--- config.mk ---
export PLATFORM = sky130hd
export DESIGN_NAME = iob_timer_alarm_flat
export DESIGN_NICKNAME = d
export VERILOG_FILES = /design/src/rtl/iob_timer_alarm_if.sv /design/src/rtl/iob_timer_alarm.sv /design/src/flat_wrapper.sv
export SDC_FILE = /design/constraint.sdc
export NUM_CORES = 1
export LEC_CHECK = 0
export ABC_AREA = 1
export CAP_MARGIN = 0
export CORE_MARGIN = 1.5
export CORE_UTILIZATION = 45
export DETAILED_ROUTE_END_ITERATION = 10
export PLACE_DENSITY = 0.72
export SLEW_MARGIN = 20
export SYNTH_ARGS = -nofsm -noshare
export SYNTH_HDL_FRONTEND = slang
export SYNTH_SLANG_ARGS = --single-unit
--- constraint.sdc ---
create_clock -name clk -period 2.1 [get_ports clk]
set_input_delay 0.525 -clock clk [delete_from_list [all_inputs] [get_ports clk]]
set_output_delay 0.525 -clock clk [all_outputs]
set_load 0.05 [all_outputs]
--- src/rtl/iob_timer_alarm_if.sv ---
// Native CPU bus bundle (valid/address/wdata/wstrb/rdata/ready) for iob_timer_alarm.
interface iob_timer_alarm_if #(
  parameter int DATA_W = 32,
  parameter int ADDR_W = 3
);
  logic                  valid;
  logic [ADDR_W-1:0]     address;
  logic [DATA_W-1:0]     wdata;
  logic [DATA_W/8-1:0]   wstrb;
  logic [DATA_W-1:0]     rdata;
  logic                  ready;

  modport master (output valid, address, wdata, wstrb, input rdata, ready);
  modport slave  (input valid, address, wdata, wstrb, output rdata, ready);
endinterface

--- src/rtl/iob_timer_alarm.sv ---
// Compare/alarm stage for the free-running timer: sticky match flag, irq, miss counter.
// Optional periodic re-arm built only when ALARM_PERIODIC_EN is defined.
module iob_timer_alarm #(
  parameter int DATA_W  = 32,
  parameter int ADDR_W  = 3,
  parameter int COUNT_W = 64
) (
  input  logic                clk,
  input  logic                rst,
  iob_timer_alarm_if.slave    bus,
  input  logic [COUNT_W-1:0]  timer_value,
  output logic                irq
);

  localparam int HALF_W = COUNT_W / 2;

  typedef enum logic [2:0] {
    A_CTRL   = 3'd0,
    A_STATUS = 3'd1,
    A_CMP_LO = 3'd2,
    A_CMP_HI = 3'd3,
    A_PER_LO = 3'd4,
    A_PER_HI = 3'd5,
    A_MISS   = 3'd6,
    A_RSVD   = 3'd7
  } reg_addr_e;

  function automatic logic [DATA_W-1:0] merge(input logic [DATA_W-1:0] old,
                                               input logic [DATA_W-1:0] nw,
                                               input logic [DATA_W/8-1:0] strb);
    logic [DATA_W-1:0] r;
    r = old;
    for (int unsigned i = 0; i < DATA_W/8; i++)
      if (strb[i]) r[8*i +: 8] = nw[8*i +: 8];
    return r;
  endfunction

  reg_addr_e           addr;
  logic                wr;
  logic                we_ctrl, w1c, we_cmp_lo, we_cmp_hi, miss_clr;
  logic                en, ie, flag, periodic_on;
  logic [7:0]          miss;
  logic [COUNT_W-1:0]  cmp, cmp_reload, diff;
  logic [HALF_W-1:0]   shadow;
  logic                match;
  logic [DATA_W-1:0]   rd_mux;

  assign addr      = reg_addr_e'(bus.address[2:0]);
  assign wr        = bus.valid & (|bus.wstrb);
  assign we_ctrl   = wr & (addr == A_CTRL) & bus.wstrb[0];
  assign w1c       = wr & (addr == A_STATUS) & bus.wstrb[0] & bus.wdata[0];
  assign we_cmp_lo = wr & (addr == A_CMP_LO);
  assign we_cmp_hi = wr & (addr == A_CMP_HI);
  assign miss_clr  = wr & (addr == A_MISS);

  // Modular difference: MSB clear means the count has reached or passed cmp, even across wrap.
  assign diff  = timer_value - cmp;
  assign match = en & ~diff[COUNT_W-1];
  assign irq   = flag & ie;

`ifdef ALARM_PERIODIC_EN
  logic               periodic;
  logic [COUNT_W-1:0] per;

  assign periodic_on = periodic;
  assign cmp_reload  = cmp + per;

  always_ff @(posedge clk or negedge rst) begin
    if (!rst) begin
      periodic <= 1'b0;
      per      <= '0;
    end else begin
      if (we_ctrl) periodic <= bus.wdata[1];
      if (wr && addr == A_PER_LO)
        per[HALF_W-1:0] <= merge(per[HALF_W-1:0], bus.wdata, bus.wstrb);
      if (wr && addr == A_PER_HI)
        per[COUNT_W-1:HALF_W] <= merge(per[COUNT_W-1:HALF_W], bus.wdata, bus.wstrb);
    end
  end
`else
  assign periodic_on = 1'b0;
  assign cmp_reload  = cmp;
`endif

  always_ff @(posedge clk or negedge rst) begin
    if (!rst) begin
      en     <= 1'b0;
      ie     <= 1'b0;
      flag   <= 1'b0;
      miss   <= '0;
      cmp    <= '0;
      shadow <= '0;
    end else begin
      // Match set beats W1C; a miss only counts when software is not acknowledging.
      if (match)    flag <= 1'b1;
      else if (w1c) flag <= 1'b0;

      if (miss_clr)
        miss <= '0;
      else if (match && flag && !w1c && miss != 8'hFF)
        miss <= miss + 8'd1;

      if (we_ctrl) begin
        en <= bus.wdata[0];
        ie <= bus.wdata[2];
      end else if (match && !periodic_on) begin
        en <= 1'b0;
      end

      if (we_cmp_lo) shadow <= merge(shadow, bus.wdata, bus.wstrb);

      if (we_cmp_hi)
        cmp <= {merge(cmp[COUNT_W-1:HALF_W], bus.wdata, bus.wstrb), shadow};
      else if (match && periodic_on)
        cmp <= cmp_reload;
    end
  end

  always_comb begin
    rd_mux = '0;
    case (addr)
      A_CTRL:   rd_mux[2:0] = {ie, periodic_on, en};
      A_STATUS: rd_mux[0]   = flag;
      A_CMP_LO: rd_mux      = cmp[HALF_W-1:0];
      A_CMP_HI: rd_mux      = cmp[COUNT_W-1:HALF_W];
`ifdef ALARM_PERIODIC_EN
      A_PER_LO: rd_mux      = per[HALF_W-1:0];
      A_PER_HI: rd_mux      = per[COUNT_W-1:HALF_W];
`endif
      A_MISS:   rd_mux[7:0] = miss;
      default:  rd_mux      = '0;
    endcase
  end

  always_ff @(posedge clk or negedge rst) begin
    if (!rst) begin
      bus.ready <= 1'b0;
      bus.rdata <= '0;
    end else begin
      bus.ready <= bus.valid;
      bus.rdata <= bus.valid ? rd_mux : '0;
    end
  end

endmodule
--- src/flat_wrapper.sv ---
// flat-port wrapper written by rule: the top's interface ports become plain ports
module iob_timer_alarm_flat 
#(
  parameter int DATA_W  = 32,
  parameter int ADDR_W  = 3,
  parameter int COUNT_W = 64
)
  (clk, rst, timer_value, irq, bus_valid, bus_address, bus_wdata, bus_wstrb, bus_rdata, bus_ready);
  iob_timer_alarm_if #(.DATA_W(DATA_W), .ADDR_W(ADDR_W)) bus_i ();
  input  logic clk;
  input  logic rst;
  input  logic [COUNT_W-1:0] timer_value;
  output logic irq;
  input wire logic [$bits(bus_i.valid)-1:0] bus_valid;
  input wire logic [$bits(bus_i.address)-1:0] bus_address;
  input wire logic [$bits(bus_i.wdata)-1:0] bus_wdata;
  input wire logic [$bits(bus_i.wstrb)-1:0] bus_wstrb;
  output wire logic [$bits(bus_i.rdata)-1:0] bus_rdata;
  output wire logic [$bits(bus_i.ready)-1:0] bus_ready;
  assign bus_i.valid = bus_valid;
  assign bus_i.address = bus_address;
  assign bus_i.wdata = bus_wdata;
  assign bus_i.wstrb = bus_wstrb;
  assign bus_rdata = bus_i.rdata;
  assign bus_ready = bus_i.ready;
  iob_timer_alarm #(.DATA_W(DATA_W), .ADDR_W(ADDR_W), .COUNT_W(COUNT_W)) u_core (.clk(clk), .rst(rst), .bus(bus_i), .timer_value(timer_value), .irq(irq));
endmodule
# ---- Word-level counts from Yosys, hierarchy flattened
# Cells that the tools add are included.
dict set report totals {
  ff_bits 140
  latch_bits 0
  ramBits 0
  rom_bits 0
  in_bits 106
  out_inout_bits 34
  wordCells 62
  memories 0
}
dict set report classes {
  add_sub_neg 2
  mul 0
  div 0
  magnitude_cmp 0
  eq_ne 5
  n_shift 0
  mux 11
  bitwise_logic 12
  reduce_logical 17
}
# operator count
set op_table {}
lappend op_table {{$sub 64x64->64} 1}
lappend op_table {{$pmux 24 s2} 1}
lappend op_table {{$mux 32} 1}
lappend op_table {{$mux 8} 2}
lappend op_table {{$reduce_and 2->1} 8}
lappend op_table {{$pmux 5 s3} 1}
lappend op_table {{$and 1x1->1} 11}
lappend op_table {{$add 8x1->8 const B} 1}
lappend op_table {{$ne 8x8->1 const B} 1}
lappend op_table {{$pmux 2 s4} 1}
lappend op_table {{$eq 3x2->1 const B} 2}
lappend op_table {{$reduce_bool 2->1} 3}
lappend op_table {{$pmux 1 s5} 1}
lappend op_table {{$mux 1} 4}
lappend op_table {{$reduce_or 4->1} 1}
lappend op_table {{$eq 3x1->1 const B} 1}
lappend op_table {{$eq 3x3->1 const B} 1}
lappend op_table {{$logic_and 1x1->1} 3}
lappend op_table {{$logic_not 3->1} 1}
lappend op_table {{$logic_not 1->1} 1}
lappend op_table {{$not 1->1} 1}

# ---- Depth between registers and ports, before layout
dict set report depth {
  word_depth 10
  ltp_mapped 19
  ltp_nobuf 19
}

# ---- Worst setup path after synthesis
# Ideal clock, no wire load.
dict set report synth_timing {
  kind {input port to flip-flop}
  from {input timer_value[50]}
  to {register u_core.miss[2]}
  setup_time_ns 0.065
  arrival_ns 1.893
  required_ns 2.035
  slack_ns 0.142
  cell_stages 15
  path_buffers 0
  cell_sequence {ha_1 > nand2_1 > nor2_1 > and2_4 > nand2_4 > inv_1 > nand2_1 > nand2_1 > nor2_2 > nand2_1 > nand2_2 > nand4_4 > nand2_4 > nand2_1 > nand2_1}
}
dict set report synth_between {
  elab_chain_len 7
}
# item line
set synth_rtl {}
lappend synth_rtl {{from (decl)} flat_wrapper.sv:12} ;# input logic [COUNT_W-1:0] timer_value;
lappend synth_rtl {{$sub 64x64->64} iob_timer_alarm.sv:57} ;# assign diff = timer_value - cmp;
lappend synth_rtl {{$not 1->1} iob_timer_alarm.sv:58} ;# assign match = en & ~diff[COUNT_W-1];
lappend synth_rtl {{$and 1x1->1} iob_timer_alarm.sv:58}
lappend synth_rtl {{$logic_and 1x1->1 (3 in series)} iob_timer_alarm.sv:100} ;# else if (match && flag && !w1c && miss != 8'hFF)
lappend synth_rtl {{$reduce_bool 2->1 (no source line)} --}
lappend synth_rtl {{to (signal assigned)} iob_timer_alarm.sv:101} ;# miss <= miss + 8'd1;
lappend synth_rtl {{to (decl)} iob_timer_alarm.sv:42} ;# logic [7:0] miss;
# Every way passes these cells.
# A chain may end at the register's enable or synchronous reset.

# ---- Final worst setup path
dict set report layout_timing {
  from {register u_core.cmp[61]}
  to {register u_core.miss[1]}
}
dict set report layout_between {
  elab_chain_len 7
}
# item line
set layout_rtl {}
lappend layout_rtl {{from (decl)} iob_timer_alarm.sv:43} ;# logic [COUNT_W-1:0] cmp, cmp_reload, diff;
lappend layout_rtl {{from (signal assigned)} iob_timer_alarm.sv:113} ;# cmp <= {merge(cmp[COUNT_W-1:HALF_W], bus.wdata, bus.wstrb), shadow};
lappend layout_rtl {{from (signal assigned)} iob_timer_alarm.sv:115} ;# cmp <= cmp_reload;
lappend layout_rtl {{$sub 64x64->64} iob_timer_alarm.sv:57}
lappend layout_rtl {{$not 1->1} iob_timer_alarm.sv:58}
lappend layout_rtl {{$and 1x1->1} iob_timer_alarm.sv:58}
lappend layout_rtl {{$logic_and 1x1->1 (3 in series)} iob_timer_alarm.sv:100}
lappend layout_rtl {{$reduce_bool 2->1 (no source line)} --}
# Every way passes these cells.

==> results.sh <==
export IMPL_clockBufferDepth=2
export IMPL_whs_ps=-4.928
export IMPL_async_flop_share_pct=100.0
export IMPL_synth_cell_type_count=33
export IMPL_cts_max_level=4
export IMPL_ys_warn_count=0
export IMPL_die_area_um2=17020
export IMPL_hold_buffers=0
export IMPL_grt_start_max_net_pins=47
export IMPL_ir_drop_uv=647.6
export IMPL_place_gp_congestion=0.8448
export IMPL_die_h_um=130.5
export IMPL_coreArea_um2=15890
export IMPL_violations="negative hold slack, negative setup slack"
export IMPL_place_inst=1256
export IMPL_cts_sinks=140
export IMPL_clk_latency_ps=430
export IMPL_synth_edff_count=0
export IMPL_worstPathRequired_ps=2410
export IMPL_start_util_pct=46.03
export IMPL_tightest_slew_ps=513.9
export IMPL_grt_pass1_wl_mm=31.72
export IMPL_portBuffers=139
export IMPL_clockRootBuffer="clkbuf_16"
export IMPL_detail_route_antenna_nets=0
export IMPL_status="finished, violations left"
export IMPL_path_delay_family="simple AND/OR/NAND/NOR gates"
export IMPL_ios=140
export IMPL_num_antenna_cells=0
export IMPL_synth_seq_cells=140
export IMPL_path_class="reg2reg"
export IMPL_yosys_area_top_type="dfrtp_1"
export IMPL_ys_flop_type="dfrtp_1"
export IMPL_critical_path_buf_inv_count=1
export IMPL_power_total_mw=9.576
export IMPL_maxSlewHeadroom_pct=65.68
export IMPL_period_needed_ps=2178
export IMPL_syn_to_final_growth_pct=46.36
export IMPL_antenna_found_initial=0
export IMPL_synth_top_cells_by_area="dfrtp_1, nand2_1, ha_1, inv_1, o21ai_0"
export IMPL_nets=1253
export IMPL_cts_buffers=17
export IMPL_syn_inst=880
export IMPL_synthesis_nets=1049
export IMPL_grt_usage_pct=24.63
export IMPL_fin_util_pct=67.37
export IMPL_yosys_area_top_type_share_pct=47.91
export IMPL_drc=0
export IMPL_seq_area_um2=3503
export IMPL_die_x_um=130.5
export IMPL_slew_viol_final=0
export IMPL_fin_skew_ps=6.709
export IMPL_max_stage_delay_ps=380
export IMPL_multi_input_area_um2=3742
export IMPL_critPathSlowestCell="dfrtp_1"
export IMPL_drt_pre_antenna_iters=5
export IMPL_dp_hpwl_mm=13.93
export IMPL_rsz0062_at_grt="true"
export IMPL_fill_cells=1268
export IMPL_cp_max_fo=8
export IMPL_grt_overflow=0
export IMPL_cts_tree="done"
export IMPL_seq_area_frac_synth_pct=47.91
export IMPL_crit_chain="inv_2, ha_4, nand4_1, nor2_4, nand2_4, nor3_4, nand2_2, nand2_2, nand2_4, nand4_4, nand2_4, nand2_2, nand2_1"
export IMPL_grt_pass1_vias=6410
export IMPL_setup_ws_ps=-78.06
export IMPL_path_clk_slew_ps=60
export IMPL_vias=6586
export IMPL_power_density_nw_per_um2=894.8
export IMPL_critPathLaunchType="flop"
export IMPL_avgSynthCellArea_um2=8.309
export IMPL_core_rowCount=46
export IMPL_final_cells=1313
export IMPL_leakage_nw=5.390
export IMPL_finalSetupViolCount=10
export IMPL_arrival_ps=2490
export IMPL_fmax_mhz=459.1
export IMPL_wl_mm=20.72
export IMPL_hold_viol=3
export IMPL_final_layout_size_suffix_gt1_share_pct=22.52
export IMPL_vias_per_cell=5.016
export IMPL_max_cap_violations=0
export IMPL_crit_path_end_kind="flop"
export IMPL_fin_crit_sh_pct=103.7
export IMPL_fin_setup_tns_ps=-526.5
export IMPL_wire_per_inst_um=15.78
export IMPL_netlist_area_um2=7312
export IMPL_drt_initial_drc_count=486
export IMPL_hp_class="in2async"
[cells in the final DEF, fill, tap and decap left out, types with 34 or more instances in the layout]
cell / count
inv_1: 117
o21ai_0: 80
ha_4: 34
inv_2: 44
nand2_1: 191
nor2_1: 47
dfrtp_1: 140
clkdlybuf4s50_1: 65
buf_4: 64
dlygate4sd2_1: 55
[power by group]
part / internal, mW / switching, mW / total [mW]
clock network: 2.02 / 1.20 / 3.22
logic: 1.26 / 1.59 / 2.85
registers: 3.19 / 0.308 / 3.50
total: 6.48 / 3.10 / 9.58
[state kept, by name, indices dropped and copies added (netlist names)]
| signal | count |
|---|---|
| u_core.flag | 1 |
| u_core.en | 1 |
| u_core.bus.ready | 1 |
| u_core.ie | 1 |
| u_core.shadow | 32 |
| u_core.miss | 8 |
| u_core.cmp | 64 |
| u_core.bus.rdata | 32 |
[path summary, 6_finish.rpt]
kind	start	to	slack, ps	depth (start not counted)
min	rst	u_core.bus.rdata[26]	-5	1
min in group clk	u_core.shadow[30]	u_core.cmp[30]	480	2
max reg2reg	u_core.cmp[61]	u_core.miss[1]	-80	13
max	u_core.cmp[61]	u_core.miss[1]	-80	13
min reg2reg	u_core.shadow[30]	u_core.cmp[30]	480	2
max in group asynchronous	rst	u_core.miss[6]	1470	2
[kinds of logic after synthesis]
family	Yosys count	share of synthesized area, %
fa+ha+maj	63	10.78
xor+xnor	6	0.7187
buf+inv	185	9.651
flops	140	47.91
compound gates	169	12.58
simple gates	317	18.36
[layout make-up]
type,count,share of cell area (%)
well taps,216,2.525
clock buffers,18,4.104
clock inverters,14,1.812
flip-flops and latches,140,32.74
repair buffers,207,18.17
inverters,162,5.682
multi-input cells,556,34.97
[worst register-to-register path, stage by stage (launching register included)]
cell	delay, ps
dfrtp_1	380
inv_2	70
ha_4	270
nand4_1	240
nor2_4	210
nand2_4	100
nor3_4	140
nand2_2	120
nand2_2	90
nand2_4	70
nand4_4	110
nand2_4	120
nand2_2	90
nand2_1	50
[cells in the mapped netlist, types with 3 or more instances]
cell,instances
o21ai_0,82
clkbuf_1,14
inv_2,7
o221ai_1,3
buf_2,9
nor2_1,54
a21oi_1,25
inv_1,154
nand3_1,18
nor2_2,9
o21a_1,3
nand2_4,3
xor2_1,4
nor3_1,3
nand2_2,6
dfrtp_1,140
nand2_1,211
o21ai_1,23
nand4_1,6
o22ai_1,28
ha_1,63
[metrics by stage]
step	setup slack (ps)	area [µm²]
2_1_floorplan	141.5	7312
3_3_place_gp	-594.7	9283
3_5_place_dp	-644.0	9283
4_1_cts	-0.5560	10340
5_1_grt	-156.0	10700
6_report	-78.06	10700
[layer usage]
layer	GRT usage [%]	vias up	routed length, µm
met4	9.050	0	501
li1	-	3215	-
met2	42.14	221	10300
met3	4.479	43	1038
met5	0	-	0
met1	31.36	3107	8881
[timing repair]
action / in CTS / in global routing
gates cloned: 1 / 0
resized for setup: 138 / 60
setup endpoints to repair: 11 / 23
pin swaps: 121 / 41
setup buffers: 7 / 17
Note: power is estimated with default switching activity, not from simulation.
